File: src/rtl/sipo_deserializer.sv
// sipo_deserializer
// Serial-in / parallel-out frame deserializer. A frame is WIDTH bits sent MSB
// first, with frame_start marking the MSB cycle. Completed words are offered
// on data_out under a valid/ready handshake. Frames that complete while the
// output is still occupied are dropped and flagged (overrun). Frames cut short
// by a new frame_start are flagged as well (frame_err). Both flags are sticky
// until clear_err.

module sipo_deserializer #(
  parameter int unsigned WIDTH = 128,
  parameter int unsigned CNT_W = 7
) (
  input  logic             clk,
  input  logic             reset_n,
  input  logic             serial_in,
  input  logic             frame_start,
  input  logic             out_ready,
  input  logic             clear_err,
  output logic [WIDTH-1:0] data_out,
  output logic             data_valid,
  output logic             busy,
  output logic             overrun,
  output logic             frame_err,
  output logic [15:0]      frame_cnt
);

  typedef enum logic {
    IDLE  = 1'b0,
    SHIFT = 1'b1
  } state_t;

  localparam logic [CNT_W-1:0] LAST_BIT = CNT_W'(WIDTH - 1);

  state_t           state;
  state_t           state_nxt;
  logic [CNT_W-1:0] bit_cnt;
  logic [WIDTH-1:0] shift_reg;

  // Per-cycle event decode
  logic             start_frame;  // frame_start seen while idle
  logic             restart;      // frame_start seen mid-frame
  logic             word_done;    // final bit sampled this cycle
  logic             xfer;         // handshake completes on this edge
  logic             load_word;    // completed word goes to data_out
  logic             drop_word;    // completed word is discarded
  logic [WIDTH-1:0] word_nxt;     // word assembled with the final bit

  // State register
  always_ff @(posedge clk or negedge reset_n) begin
    if (!reset_n) begin
      state <= IDLE;
    end else begin
      state <= state_nxt;
    end
  end

  // Next-state logic; frame_start always (re)starts a frame, so a restart on
  // the final-bit cycle stays in SHIFT instead of completing.
  always_comb begin
    state_nxt = state;
    unique case (state)
      IDLE: begin
        if (frame_start) begin
          state_nxt = SHIFT;
        end
      end
      SHIFT: begin
        if (frame_start) begin
          state_nxt = SHIFT;
        end else if (bit_cnt == LAST_BIT) begin
          state_nxt = IDLE;
        end
      end
      default: state_nxt = IDLE;
    endcase
  end

  // Output / event decode
  always_comb begin
    busy        = (state == SHIFT);
    start_frame = (state == IDLE)  && frame_start;
    restart     = (state == SHIFT) && frame_start;
    word_done   = (state == SHIFT) && !frame_start && (bit_cnt == LAST_BIT);
    xfer        = data_valid && out_ready;
    load_word   = word_done && (!data_valid || xfer);
    drop_word   = word_done && data_valid && !out_ready;
    word_nxt    = {shift_reg[WIDTH-2:0], serial_in};
  end

  // Bit counter: 1 after the MSB, cleared when the frame completes
  always_ff @(posedge clk or negedge reset_n) begin
    if (!reset_n) begin
      bit_cnt <= '0;
    end else if (start_frame || restart) begin
      bit_cnt <= CNT_W'(1);
    end else if (word_done) begin
      bit_cnt <= '0;
    end else if (state == SHIFT) begin
      bit_cnt <= bit_cnt + CNT_W'(1);
    end
  end

  // Shift register: MSB lands in bit 0 and moves up one place per bit
  always_ff @(posedge clk or negedge reset_n) begin
    if (!reset_n) begin
      shift_reg <= '0;
    end else if (start_frame || restart) begin
      shift_reg <= {{(WIDTH-1){1'b0}}, serial_in};
    end else if (state == SHIFT) begin
      shift_reg <= word_nxt;
    end
  end

  // Output word register: only written when a completed word is accepted
  always_ff @(posedge clk or negedge reset_n) begin
    if (!reset_n) begin
      data_out <= '0;
    end else if (load_word) begin
      data_out <= word_nxt;
    end
  end

  // Valid flag: a same-edge load wins over the transfer that empties it
  always_ff @(posedge clk or negedge reset_n) begin
    if (!reset_n) begin
      data_valid <= 1'b0;
    end else if (load_word) begin
      data_valid <= 1'b1;
    end else if (xfer) begin
      data_valid <= 1'b0;
    end
  end

  // Loaded-word counter, wraps naturally at 16 bits
  always_ff @(posedge clk or negedge reset_n) begin
    if (!reset_n) begin
      frame_cnt <= '0;
    end else if (load_word) begin
      frame_cnt <= frame_cnt + 16'd1;
    end
  end

  // Sticky overrun flag; a set event outranks clear_err
  always_ff @(posedge clk or negedge reset_n) begin
    if (!reset_n) begin
      overrun <= 1'b0;
    end else if (drop_word) begin
      overrun <= 1'b1;
    end else if (clear_err) begin
      overrun <= 1'b0;
    end
  end

  // Sticky framing-error flag; a set event outranks clear_err
  always_ff @(posedge clk or negedge reset_n) begin
    if (!reset_n) begin
      frame_err <= 1'b0;
    end else if (restart) begin
      frame_err <= 1'b1;
    end else if (clear_err) begin
      frame_err <= 1'b0;
    end
  end

endmodule

File: config.mk
export PLATFORM = sky130hd
export DESIGN_NAME = sipo_deserializer
export DESIGN_NICKNAME = d
export VERILOG_FILES = /design/src/rtl/sipo_deserializer.sv
export SDC_FILE = /design/constraint.sdc
export NUM_CORES = 1
export LEC_CHECK = 0
export ABC_AREA = 1
export ABC_CLOCK_PERIOD_IN_PS = 3900
export CAP_MARGIN = 40
export CORE_ASPECT_RATIO = 1.25
export CORE_MARGIN = 10
export CORE_UTILIZATION = 40
export DETAILED_ROUTE_END_ITERATION = 8
export HOLD_SLACK_MARGIN = 0.1
export SLEW_MARGIN = 20
export SYNTH_ARGS = -nofsm -noshare
export SYNTH_HDL_FRONTEND = slang
export SYNTH_SLANG_ARGS = --single-unit
File: constraint.sdc
create_clock -name clk -period 3.9 [get_ports clk]
set_input_delay 1.17 -clock clk [delete_from_list [all_inputs] [get_ports clk]]
set_output_delay 1.17 -clock clk [all_outputs]
set_load 0.1 [all_outputs]
# Word level (Yosys, flattened, before mapping)
# Cells that the tools add are included.
[word_totals] reg_bits=282 latch_bits=0 inputBits=6 word_cells=44 mem_bits_rw=0 output_inout_bits=148 rom_bits=0 memories=0
[classes] n_shift=0 magnitude_cmp=0 div_mod_pow=0 bitwise_logic=1 multipliers=0 addsub=2 n_reduce_logical=18 n_mux=14 n_eq_ne=1
[ops] cell="$mux W127" count=2
[ops] cell="$mux W7" count=3
[ops] cell="$add A16 B1 Y16 const B" count=1
[ops] cell="$logic_and A1 B1 Y1" count=8
[ops] cell="$mux W1" count=8
[ops] cell="$reduce_bool A2 Y1" count=4
[ops] cell="$add A7 B1 Y7 const B" count=1
[ops] cell="$eq A7 B7 Y1 const B" count=1
[ops] cell="$logic_not A1 Y1" count=3
[ops] cell="$reduce_bool A3 Y1" count=1
[ops] cell="$logic_or A1 B1 Y1" count=2
[ops] cell="$pmux W1 S2" count=1
[ops] cell="$not A1 Y1" count=1

# Depth between registers and ports, before layout
[depth] word_depth=6 depth_mapped=9 mapped_depth_nobuf=8

# Worst setup path after synthesis
# Ideal clock, no wire load.
[synth_timing] path_type="flip-flop to output port" start="register state, in the netlist busy" end="output busy" setup_slack_ns=1.754 n_path_buf=0 required_time_ns=2.730 stages_incl_launch_ff=1 t_arrival_ns=0.976 cell_sequence="dfrtp_1"
[synth_lines] element="start: declaration" line_no="34" text="state_t state;"
[synth_lines] element="start signal: assignment" line_no="53" text="state <= state_nxt;"
[synth_lines] element="end: declaration" line_no="21" text="output logic busy,"
# No word-level cell between the ends.

# Worst setup path after layout
[layout_timing] start="register data_out[59]" end="output data_out[59]"
[layout_lines] element="start: declaration" line_no="19" text="output logic [WIDTH-1:0] data_out,"
[layout_lines] element="start signal: assignment" line_no="119" text="data_out <= word_nxt;"
# No word-level cell between the ends.

==> summary.md <==
| Metric | Value |
|---|---|
| CTS Root Cell | `clkbuf_16` |
| Number of synthesized register bits | `282` |
| Initial antenna violation count | `0` |
| Synth cell types | `21` |
| Endpoints failing hold | `0` |
| Pre-Repair DR Iteration Count | `4` |
| Design Area, Final | `0.0138 mm2` |
| Largest net degree at the start of global routing | `111` |
| RSZ-0062 raised after global routing | `no` |
| Largest family of logic cells by synthesized area | `compound AO/OA/AOI/OAI gates` |
| Final Critical Period | `2.78 ns` |
| Max reg flops | `128` |
| Clock power share | `44.6%` |
| Total routed wirelength | `23100 um` |
| Clock Path Buffers | `3` |
| Setup TNS | `0 ns` |
| I/O Buffers | `153` |
| Setup bufs post-CTS | `0` |
| Vias | `7386` |
| Clk_lat worst skew | `0.53 ns` |
| CTS Buf Count | `27` |
| Total global-route track usage | `13.2%` |
| CTS sink cnt | `282` |
| Antenna Cells | `0` |
| RD Place Congestion | `0.741` |
| Grt ovf | `0` |
| Crit. End Element | `output pin` |
| Startpoint types | `flip-flop` |
| Hold_sp | `data_out[105]$_DFFE_PN0P_` |
| Post-CTS Hold Buffers | `0` |
| Post-synthesis xor/xnor area fraction | `0.557%` |
| Max-Cap Viols | `0` |
| Status | `complete, no violations` |
| First-pass GRT wire length | `38800 um` |
| Switching Share | `21.0%` |
| Hold WC Path Type | `flip-flop to flip-flop` |
| Wirelength per Cell | `14.9 um` |
| CTS tree | `done` |
| P_int | `0.00437 W` |
| Critical Path AT | `1.61 ns` |
| Setup violations, final | `0` |
| Crit path max fanout | `2` |
| Die span in x | `168 um` |
| Critical path class | `flip-flop to output pin` |
| Site Rows | `67` |
| Combinational cell fraction of total power | `2.2%` |
| WP data required | `2.73 ns` |
| Remaining antenna violation count | `0` |
| Complex-gate fraction of the synthesized area | `17.1%` |
| Slew Viols, Final | `0` |
| Flop pwr share | `53.2%` |
| Mapped Nets | `1024` |
| Core area | `0.0270 mm2` |
| Cell area after placement | `0.0130 mm2` |
| Fillers | `2425` |
| Final #Nets | `1199` |
| Area growth, synth to finish | `25.4%` |
| Final Skew | `0.0146 ns` |
| Mapped cell area | `0.0110 mm2` |
| Syn Inst Count | `1016` |
| Detail Placement HPWL | `15300 um` |
| Sequential share of the synthesized area | `64.1%` |
| Adder-cell share of the synthesized area | `0.227%` |
| FMAX | `360 MHz` |
| Clock slew at reported path FFs | `0.06 ns` |
| H-Tree Depth | `1` |
| Die area | `0.0346 mm2` |
| FF+latch area | `0.00706 mm2` |
| Initial core utilization | `40.8%` |
| Routed vias/inst | `4.76` |
| Synthesized area per cell | `10.8 um2` |
| Tcrit/Tclk final | `71.3%` |
| Height of the die | `206 um` |
| Drt drc | `0` |
| Max VDD drop | `0.000266 V` |
| Reg-to-Reg Start | `bit_cnt[0]$_DFFE_PN0P_` |
| Vias in the first global route | `7418` |
| Share of layout cells above drive strength 1 | `26.2%` |
| Post-Synth Simple-Gate Area | `8.84%` |
| Cell Pwr Density | `400 mW/mm2` |
| Switching Power | `0.00116 W` |
| Initial DRC Count | `461` |
| Yosys warnings | `0` |
| # IOs | `154` |
| Max_slew headroom | `42.8%` |
| Post-cts resize count | `0` |
| Slew at the pin closest to its max-slew limit | `0.858 ns` |
| Post-synthesis mux area share | `0%` |
| Multi-input logic area | `0.00295 mm2` |
| Leak | `6.34 nW` |
| Crit path launch | `data_out[59]$_DFFE_PN0P_` |
[power by group through the flow]
stage                     Clock [W]  Sequential, W  Combinational [W]
final                       0.00247        0.00294           0.000122
after global routing        0.00267        0.00294           0.000140
after CTS                   0.00255        0.00294           0.000128
after detailed placement          0        0.00299           0.000128
after global placement            0        0.00299           0.000128
after floorplan                   0        0.00300          0.0000361
[kinds of logic (layout without fill, tap and decap cells)]
group	Yosys count	count (layout)
xor gates and xnor gates	7	7
DFF	282	282
and+or+nand+nor	242	242
AOI/OAI and AO/OA	270	270
buffers and inverters	213	405
adders and majority gates	2	2
[through the flow]
step | instances | power (W) | utilization (%) | hold WS [ns] | setup slack (ns)
3_5_place_dp | 1507 | 0.00312 | 48.1 | 0.466 | 0.759
4_1_cts | 1553 | 0.00562 | 51.2 | 0.482 | 1.08
5_1_grt | 1553 | 0.00574 | 51.2 | 0.500 | 1.05
6_report | 1553 | 0.00553 | 51.2 | 0.476 | 1.12
2_1_floorplan | 1016 | 0.00303 | - | 0.453 | 1.75
3_3_place_gp | 1477 | 0.00312 | 46.4 | 0.466 | 0.788
[worst max-delay path, stage by stage (launching register included)]
cell and delay, ns:
dfrtp_1 0.36, clkdlybuf4s50_1 0.52, buf_8 0.20
[cell usage in the layout, fill, tap and decap left out, types with 27 or more instances in the layout]
master           count
buf_4              129
buf_8               30
clkbuf_16           27
clkdlybuf4s50_1     34
dfrtp_1            282
inv_1              153
nand2_1            199
o21ai_1             29
o21ai_2            100
o22ai_1            128
[area by class of cell]
class                           count  area share, %
Clock inverter                      9          0.507
Multi-Input combinational cell    521           21.3
Clock buffer                       37           5.45
Inverter                          156           4.27
Sequential cell                   282           51.1
Tap cell                          345           3.12
Timing Repair Buffer              203           14.2
[synth_stat cells]
library cell	n	area, um2
a21oi_1	1	5.00
buf_2	12	60.1
buf_6	26	293
clkbuf_1	19	71.3
dfrtp_1	282	7060
ha_1	2	25.0
inv_1	153	574
inv_2	3	11.3
nand2_1	199	747
nand3_1	15	75.1
nand3_2	1	10.0
nand3_4	1	17.5
nand3b_1	1	7.51
nor2_1	22	82.6
nor2_4	3	33.8
o21ai_0	12	60.1
o21ai_1	29	145
o21ai_2	100	876
o22ai_1	128	801
xnor2_1	4	35.0
xor2_1	3	26.3
[routing by layer]
layer / track usage, % / wire length (um) / vias to the layer above / part of all wire, %
met5: 0 / 0 / - / 0
met4: 3.52 / 396 / 0 / 1.7
met3: 3.00 / 1140 / 29 / 4.9
met2: 21.2 / 10900 / 131 / 47
met1: 17.5 / 10700 / 3548 / 46
li1: - / - / 3678 / -
[worst paths after layout]
check	to	slack [ns]	depth (start not counted)
hold reg to reg	data_out[105]$_DFFE_PN0P_	0.48	2
hold / removal	data_out[105]$_DFFE_PN0P_	0.48	2
min in group asynchronous	data_out[80]$_DFFE_PN0P_	0.71	1
setup / recovery	data_out[59]	1.12	2
max in group asynchronous	shift_reg[7]$_DFFE_PN0P_	2.36	2
setup reg to reg	data_out[23]$_DFFE_PN0P_	1.74	7
(Power assumes the default switching activity.)
==> RTL change 1: new RTL, config.mk and constraints unchanged <==
Change the parameter `CNT_W` from 7 to 14.
--- a/src/rtl/sipo_deserializer.sv
+++ b/src/rtl/sipo_deserializer.sv
@@ -9,5 +9,5 @@
 module sipo_deserializer #(
   parameter int unsigned WIDTH = 128,
-  parameter int unsigned CNT_W = 7
+  parameter int unsigned CNT_W = 14
 ) (
   input  logic             clk,
Behaviour: same outputs for any inputs over 10 cycles, from zero or initial values and one cycle with reset_n low; that may be too few to reach the edited logic, so the function may still have changed.
==> RTL change 1 against the original RTL <==
  * Register-to-register slack worse by 0.24 ns
  * Synthesized area up 3.3%
  * Count of clock-buffer cells in the layout up 8
  * Non-clock buffer count down 9
  * Combinational power up 4%
  * Cell area up 3.4%
  * Utilization up 0.19 points
  * Total power up 9.1%
  * Routed wire length up 16%
  * Final cell count up 15%
  * Sequential cell count up 7
  * Sequential power up 2%
  * Setup slack worse by 0.022 ns
==> RTL change 1: results (changes against the original RTL) <==
[run_status]
status=finished, final reports clean

[sta]
finalSetupViolCount=0  ; unchanged
finClkSkew_ns=0.0133  ; -0.00136 ns
timing.slew.headroom_pct=51.1  ; +8.3 points

[placement]
port_buffers=153  ; unchanged
dpl_cell_area_mm2=0.0133  ; +2.4%
gp_congestion=0.787  ; +6.2%
dp_hpwl_um=17900  ; +17%

[clock_tree]
htreeDepth=1  ; unchanged
numCtsBuffers=28  ; +3.7%
clk_pin_slew_worst_paths_ns=0.06  ; about the same
cts_resized=0  ; unchanged
post-cts-setup-buffer-count=0  ; unchanged
cts_max_path_buffers=3  ; unchanged
insertion_delay_ns=0.53  ; about the same
cts_root_buf=clkbuf_16

[route]
drt_first_iter_violations=469  ; +1.7%
drt-total-wl_um=26800  ; +16%
dr.pass1.iters=4  ; unchanged
num_vias=8527  ; +15%

[critical_path]
worstSetupEndpoint=data_out[103]
crit_start=data_out[103]$_DFFE_PN0P_
rrSetupSlack_ns=1.50  ; -0.24 ns
r2r-start=bit_cnt[0]$_DFFE_PN0P_
reg2reg_depth=9  ; +2
cp_max_fo=2  ; unchanged
worst_ep_arrival_time_ns=1.63  ; +0.02 ns
worstReg2RegEnd=data_out[103]$_DFFE_PN0P_

[final_layout]
drive_above_1_share_pct=15.1  ; -11 points
largest_register_ffs=128  ; unchanged
fillers=2602  ; +7.3%
num_antenna_cells=0  ; unchanged
fin_nets=1415  ; +18%

[power_and_ir_drop]
p_sw_share_pct=20.2  ; -0.78 points
p_leak_uw=0.00729  ; +15%
vdd_drop_max_mv=0.286  ; +7.2%

[global_route]
track_usage_pct=15.2  ; +2.1 points
grt_pass1_wl_um=45700  ; +18%
antenna_found_initial=0  ; unchanged
grt_max_degree=97  ; -13%
grt_pass1_vias=8834  ; +19%

[worst_hold_path]
min_path_type=flop to flop

[logic_synthesis]
synth_flop_cell=dfrtp_1
synthTopCellsByArea=dfrtp_1 (64%), nand2_1 (17%), o22ai_1 (7.0%)
postSynth.asyncResetShare_pct=100  ; unchanged
yosysSeqAreaShare_pct=63.6  ; -0.50 points
synthTopCellsByCount=nand2_1 (514), dfrtp_1 (289), inv_1 (152)
ys_warn_count=0  ; unchanged
synth_cell_types=19  ; -9.5%
synth_nets=1249  ; +22%

-- RTL change 1: kinds of logic after synthesis --
| kind of cell | Yosys count | share of synthesized area [%] |
|---|---|---|
| compound gates | 139 | 7.52 |
| xor+xnor | 11 | 0.847 |
| fa+ha+maj | 2 | 0.220 |
| buf+inv | 211 | 7.64 |
| flops | 289 | 63.6 |
| simple gates | 589 | 20.2 |
-- RTL change 1: critical path, stage by stage, from the launching register on --
cell and delay (ns):
dfrtp_1 0.37, clkdlybuf4s50_1 0.53, buf_8 0.20
-- RTL change 1: routing by layer --
metal,GRT usage (%),up-vias,share of wire (%)
met2,24.8,165,47
met1,20.3,4107,45
met3,3.56,25,6.5
met5,0,-,0
li1,-,4230,-
met4,2.96,0,1.2
-- RTL change 1: worst min-delay path by stage --
stage / start / endpoint / cells after the start
6_report: shift_reg[106]$_DFFE_PN0P_ / data_out[107]$_DFFE_PN0P_ / 2
5_1_grt: shift_reg[60]$_DFFE_PN0P_ / data_out[61]$_DFFE_PN0P_ / 2
4_1_cts: shift_reg[11]$_DFFE_PN0P_ / data_out[12]$_DFFE_PN0P_ / 2
3_5_place_dp: shift_reg[71]$_DFFE_PN0P_ / data_out[72]$_DFFE_PN0P_ / 2
3_3_place_gp: shift_reg[102]$_DFFE_PN0P_ / data_out[103]$_DFFE_PN0P_ / 2
2_1_floorplan: shift_reg[99]$_DFFE_PN0P_ / data_out[100]$_DFFE_PN0P_ / 2
-- RTL change 1: through the flow --
step,std cells,util (%),hold slack (ns),setup slack (ns),total power [uW]
final,1779,51.4,0.462,1.10,6030
after global routing,1779,51.4,0.487,1.04,6260
after CTS,1779,51.4,0.464,1.08,6120
after detailed placement,1727,47.8,0.453,0.708,3200
after global placement,1706,46.7,0.448,0.759,3200
after floorplan,1241,-,0.442,1.67,3110
-- RTL change 1: area by class of cell --
cell class	count	area [um2]	share of cell area [%]
well taps	350	438	3.06
repair buffers	194	1770	12.4
multi-input cells	741	3280	23.0
clock buffers	45	826	5.78
inverters	153	579	4.05
flip-flops and latches	289	7230	50.6
clock inverters	7	163	1.14
-- RTL change 1: power groups by stage --
stage          Clock [uW]  Combinational (uW)  Sequential (uW)
6_report             2890                 127             3010
5_1_grt              3100                 146             3010
4_1_cts              2970                 135             3010
3_5_place_dp            0                 134             3070
3_3_place_gp            0                 132             3070
2_1_floorplan           0                36.3             3070
==> RTL change 2: new RTL, same settings <==
Made on the original files. Make the reset (`reset_n`) synchronous in 8 clocked blocks.
--- a/src/rtl/sipo_deserializer.sv
+++ b/src/rtl/sipo_deserializer.sv
@@ -47,5 +47,5 @@
 
   // State register
-  always_ff @(posedge clk or negedge reset_n) begin
+  always_ff @(posedge clk) begin
     if (!reset_n) begin
       state <= IDLE;
@@ -89,5 +89,5 @@
 
   // Bit counter: 1 after the MSB, cleared when the frame completes
-  always_ff @(posedge clk or negedge reset_n) begin
+  always_ff @(posedge clk) begin
     if (!reset_n) begin
       bit_cnt <= '0;
@@ -102,5 +102,5 @@
 
   // Shift register: MSB lands in bit 0 and moves up one place per bit
-  always_ff @(posedge clk or negedge reset_n) begin
+  always_ff @(posedge clk) begin
     if (!reset_n) begin
       shift_reg <= '0;
@@ -113,5 +113,5 @@
 
   // Output word register: only written when a completed word is accepted
-  always_ff @(posedge clk or negedge reset_n) begin
+  always_ff @(posedge clk) begin
     if (!reset_n) begin
       data_out <= '0;
@@ -122,5 +122,5 @@
 
   // Valid flag: a same-edge load wins over the transfer that empties it
-  always_ff @(posedge clk or negedge reset_n) begin
+  always_ff @(posedge clk) begin
     if (!reset_n) begin
       data_valid <= 1'b0;
@@ -133,5 +133,5 @@
 
   // Loaded-word counter, wraps naturally at 16 bits
-  always_ff @(posedge clk or negedge reset_n) begin
+  always_ff @(posedge clk) begin
     if (!reset_n) begin
       frame_cnt <= '0;
@@ -142,5 +142,5 @@
 
   // Sticky overrun flag; a set event outranks clear_err
-  always_ff @(posedge clk or negedge reset_n) begin
+  always_ff @(posedge clk) begin
     if (!reset_n) begin
       overrun <= 1'b0;
@@ -153,5 +153,5 @@
 
   // Sticky framing-error flag; a set event outranks clear_err
-  always_ff @(posedge clk or negedge reset_n) begin
+  always_ff @(posedge clk) begin
     if (!reset_n) begin
       frame_err <= 1'b0;
Formal check against the unedited RTL: differs if reset_n is asserted again (counterexample within 4 cycles, from zero or initial values and one cycle with reset_n low); with reset_n held inactive, the same outputs for 10 cycles.
==> RTL change 2 against the original RTL <==
  * Clock power increased by 8.5%
  * Synthesized cell count increased by 29%
  * Total power increased by 3.4%
  * Utilization up 4.8 points
  * Routed wire length up 10%
  * Setup slack got worse by 0.028 ns
  * Cell area hardly changed
  * Synthesized area shrank 8.4%
  * Sequential cell count did not move
  * Combinational power up 20%
  * Clock skew fell by 0.0043 ns
==> RTL change 2: results (changes against the original RTL) <==
[run_status]
status=finished, final reports clean

[global_route]
grt_max_degree=136  ; +23%
use_met2_pct=26.7  ; +5.5 points
track_usage_pct=15.7  ; +2.5 points
grt_pass1_vias=8595  ; +16%
met1_usage_pct=19.6  ; +2.1 points
use_met3_pct=3.32  ; +0.32 points
grt_pass1_wl_um=43400  ; +12%

[placement]
gp_congestion=0.776  ; +4.7%
dpl_cell_area_mm2=0.0129  ; -0.83%
dp_hpwl_um=15500  ; +1.6%

[critical_path]
worst_ep_arrival_time_ns=1.64  ; +0.03 ns

[logic_synthesis]
synth_nets=1319  ; +29%
synthTopCellsByArea=dfxtp_1 (56%), nand2_1 (21%), a21oi_1 (13%)
synth-xor-area-share_pct=0.434  ; -0.12 points
synthAdderAreaFrac_pct=0.248  ; +0.021 points
yosysSeqAreaShare_pct=56.0  ; -8.1 points
synth_compound_area_share_pct=14.3  ; -2.9 points

[sta]
finClkSkew_ns=0.0104  ; -0.00425 ns
timing.slew.headroom_pct=46.0  ; +3.2 points

[route]
drt_first_iter_violations=480  ; +4.1%
drt-total-wl_um=25400  ; +10%
dr.pass1.iters=5  ; +1

[power_and_ir_drop]
p_leak_uw=0.00470  ; -26%
vdd_drop_max_mv=0.394  ; +48%

[final_layout]
drive_above_1_share_pct=15.2  ; -11 points
fin_nets=1509  ; +26%

[clock_tree]
numCtsBuffers=28  ; +3.7%

==> RTL change 2: cells by family after synthesis <==
logic type,Yosys count
simple gates,633
flops,282
compound gates,280
buf+inv,109
xor+xnor,5
fa+ha+maj,2
==> RTL change 2: critical path, stage by stage (launching register included) <==
cell and delay (ns):
dfxtp_1 0.37, clkdlybuf4s50_1 0.54, buf_8 0.21
==> RTL change 2: metrics by stage <==
step	hold WS [ns]	power, uW	setup slack, ns	std cells	util [%]
5_1_grt	0.483	5910	1.03	1853	56.0
6_report	0.461	5720	1.09	1853	56.0
3_3_place_gp	0.449	3100	0.695	1716	47.0
2_1_floorplan	0.439	3060	1.68	1311	-
3_5_place_dp	0.451	3100	0.642	1801	52.2
4_1_cts	0.460	5780	1.07	1853	56.0
==> RTL change 2: metal layers <==
metal  wire length [um]  vias up
li1                   -     4565
met1              11300     4185
met2              12300      168
met3               1310       30
met4                466        0
met5                  0        -
==> RTL change 2: layout make-up <==
class / count / area (um2)
multi-input combinational: 920 / 3960
clock buffer: 41 / 821
fill: 2338 / 10800
sequential: 282 / 5650
clock inverter: 11 / 109
inverter: 22 / 95.1
tap: 330 / 413
timing repair buffer: 247 / 2770
==> RTL change 2: power breakdown <==
part           internal (uW)  switching (uW)
logic                   23.3             124
registers               2880            3.07
clock network           1590            1090
total                   4500            1220
==> RTL change 2: worst paths after layout <==
check                                               start                          to  slack, ns  depth (start not counted)
worst min register to register     frame_err$_SDFFE_PN0P_      frame_err$_SDFFE_PN0P_       0.46                          2
worst min-delay path               frame_err$_SDFFE_PN0P_      frame_err$_SDFFE_PN0P_       0.46                          2
worst max-delay path            data_out[39]$_SDFFE_PN0P_                data_out[39]       1.09                          2
worst max register to register            busy$_SDFF_PN0_  data_out[119]$_SDFFE_PN0P_       1.77                          6
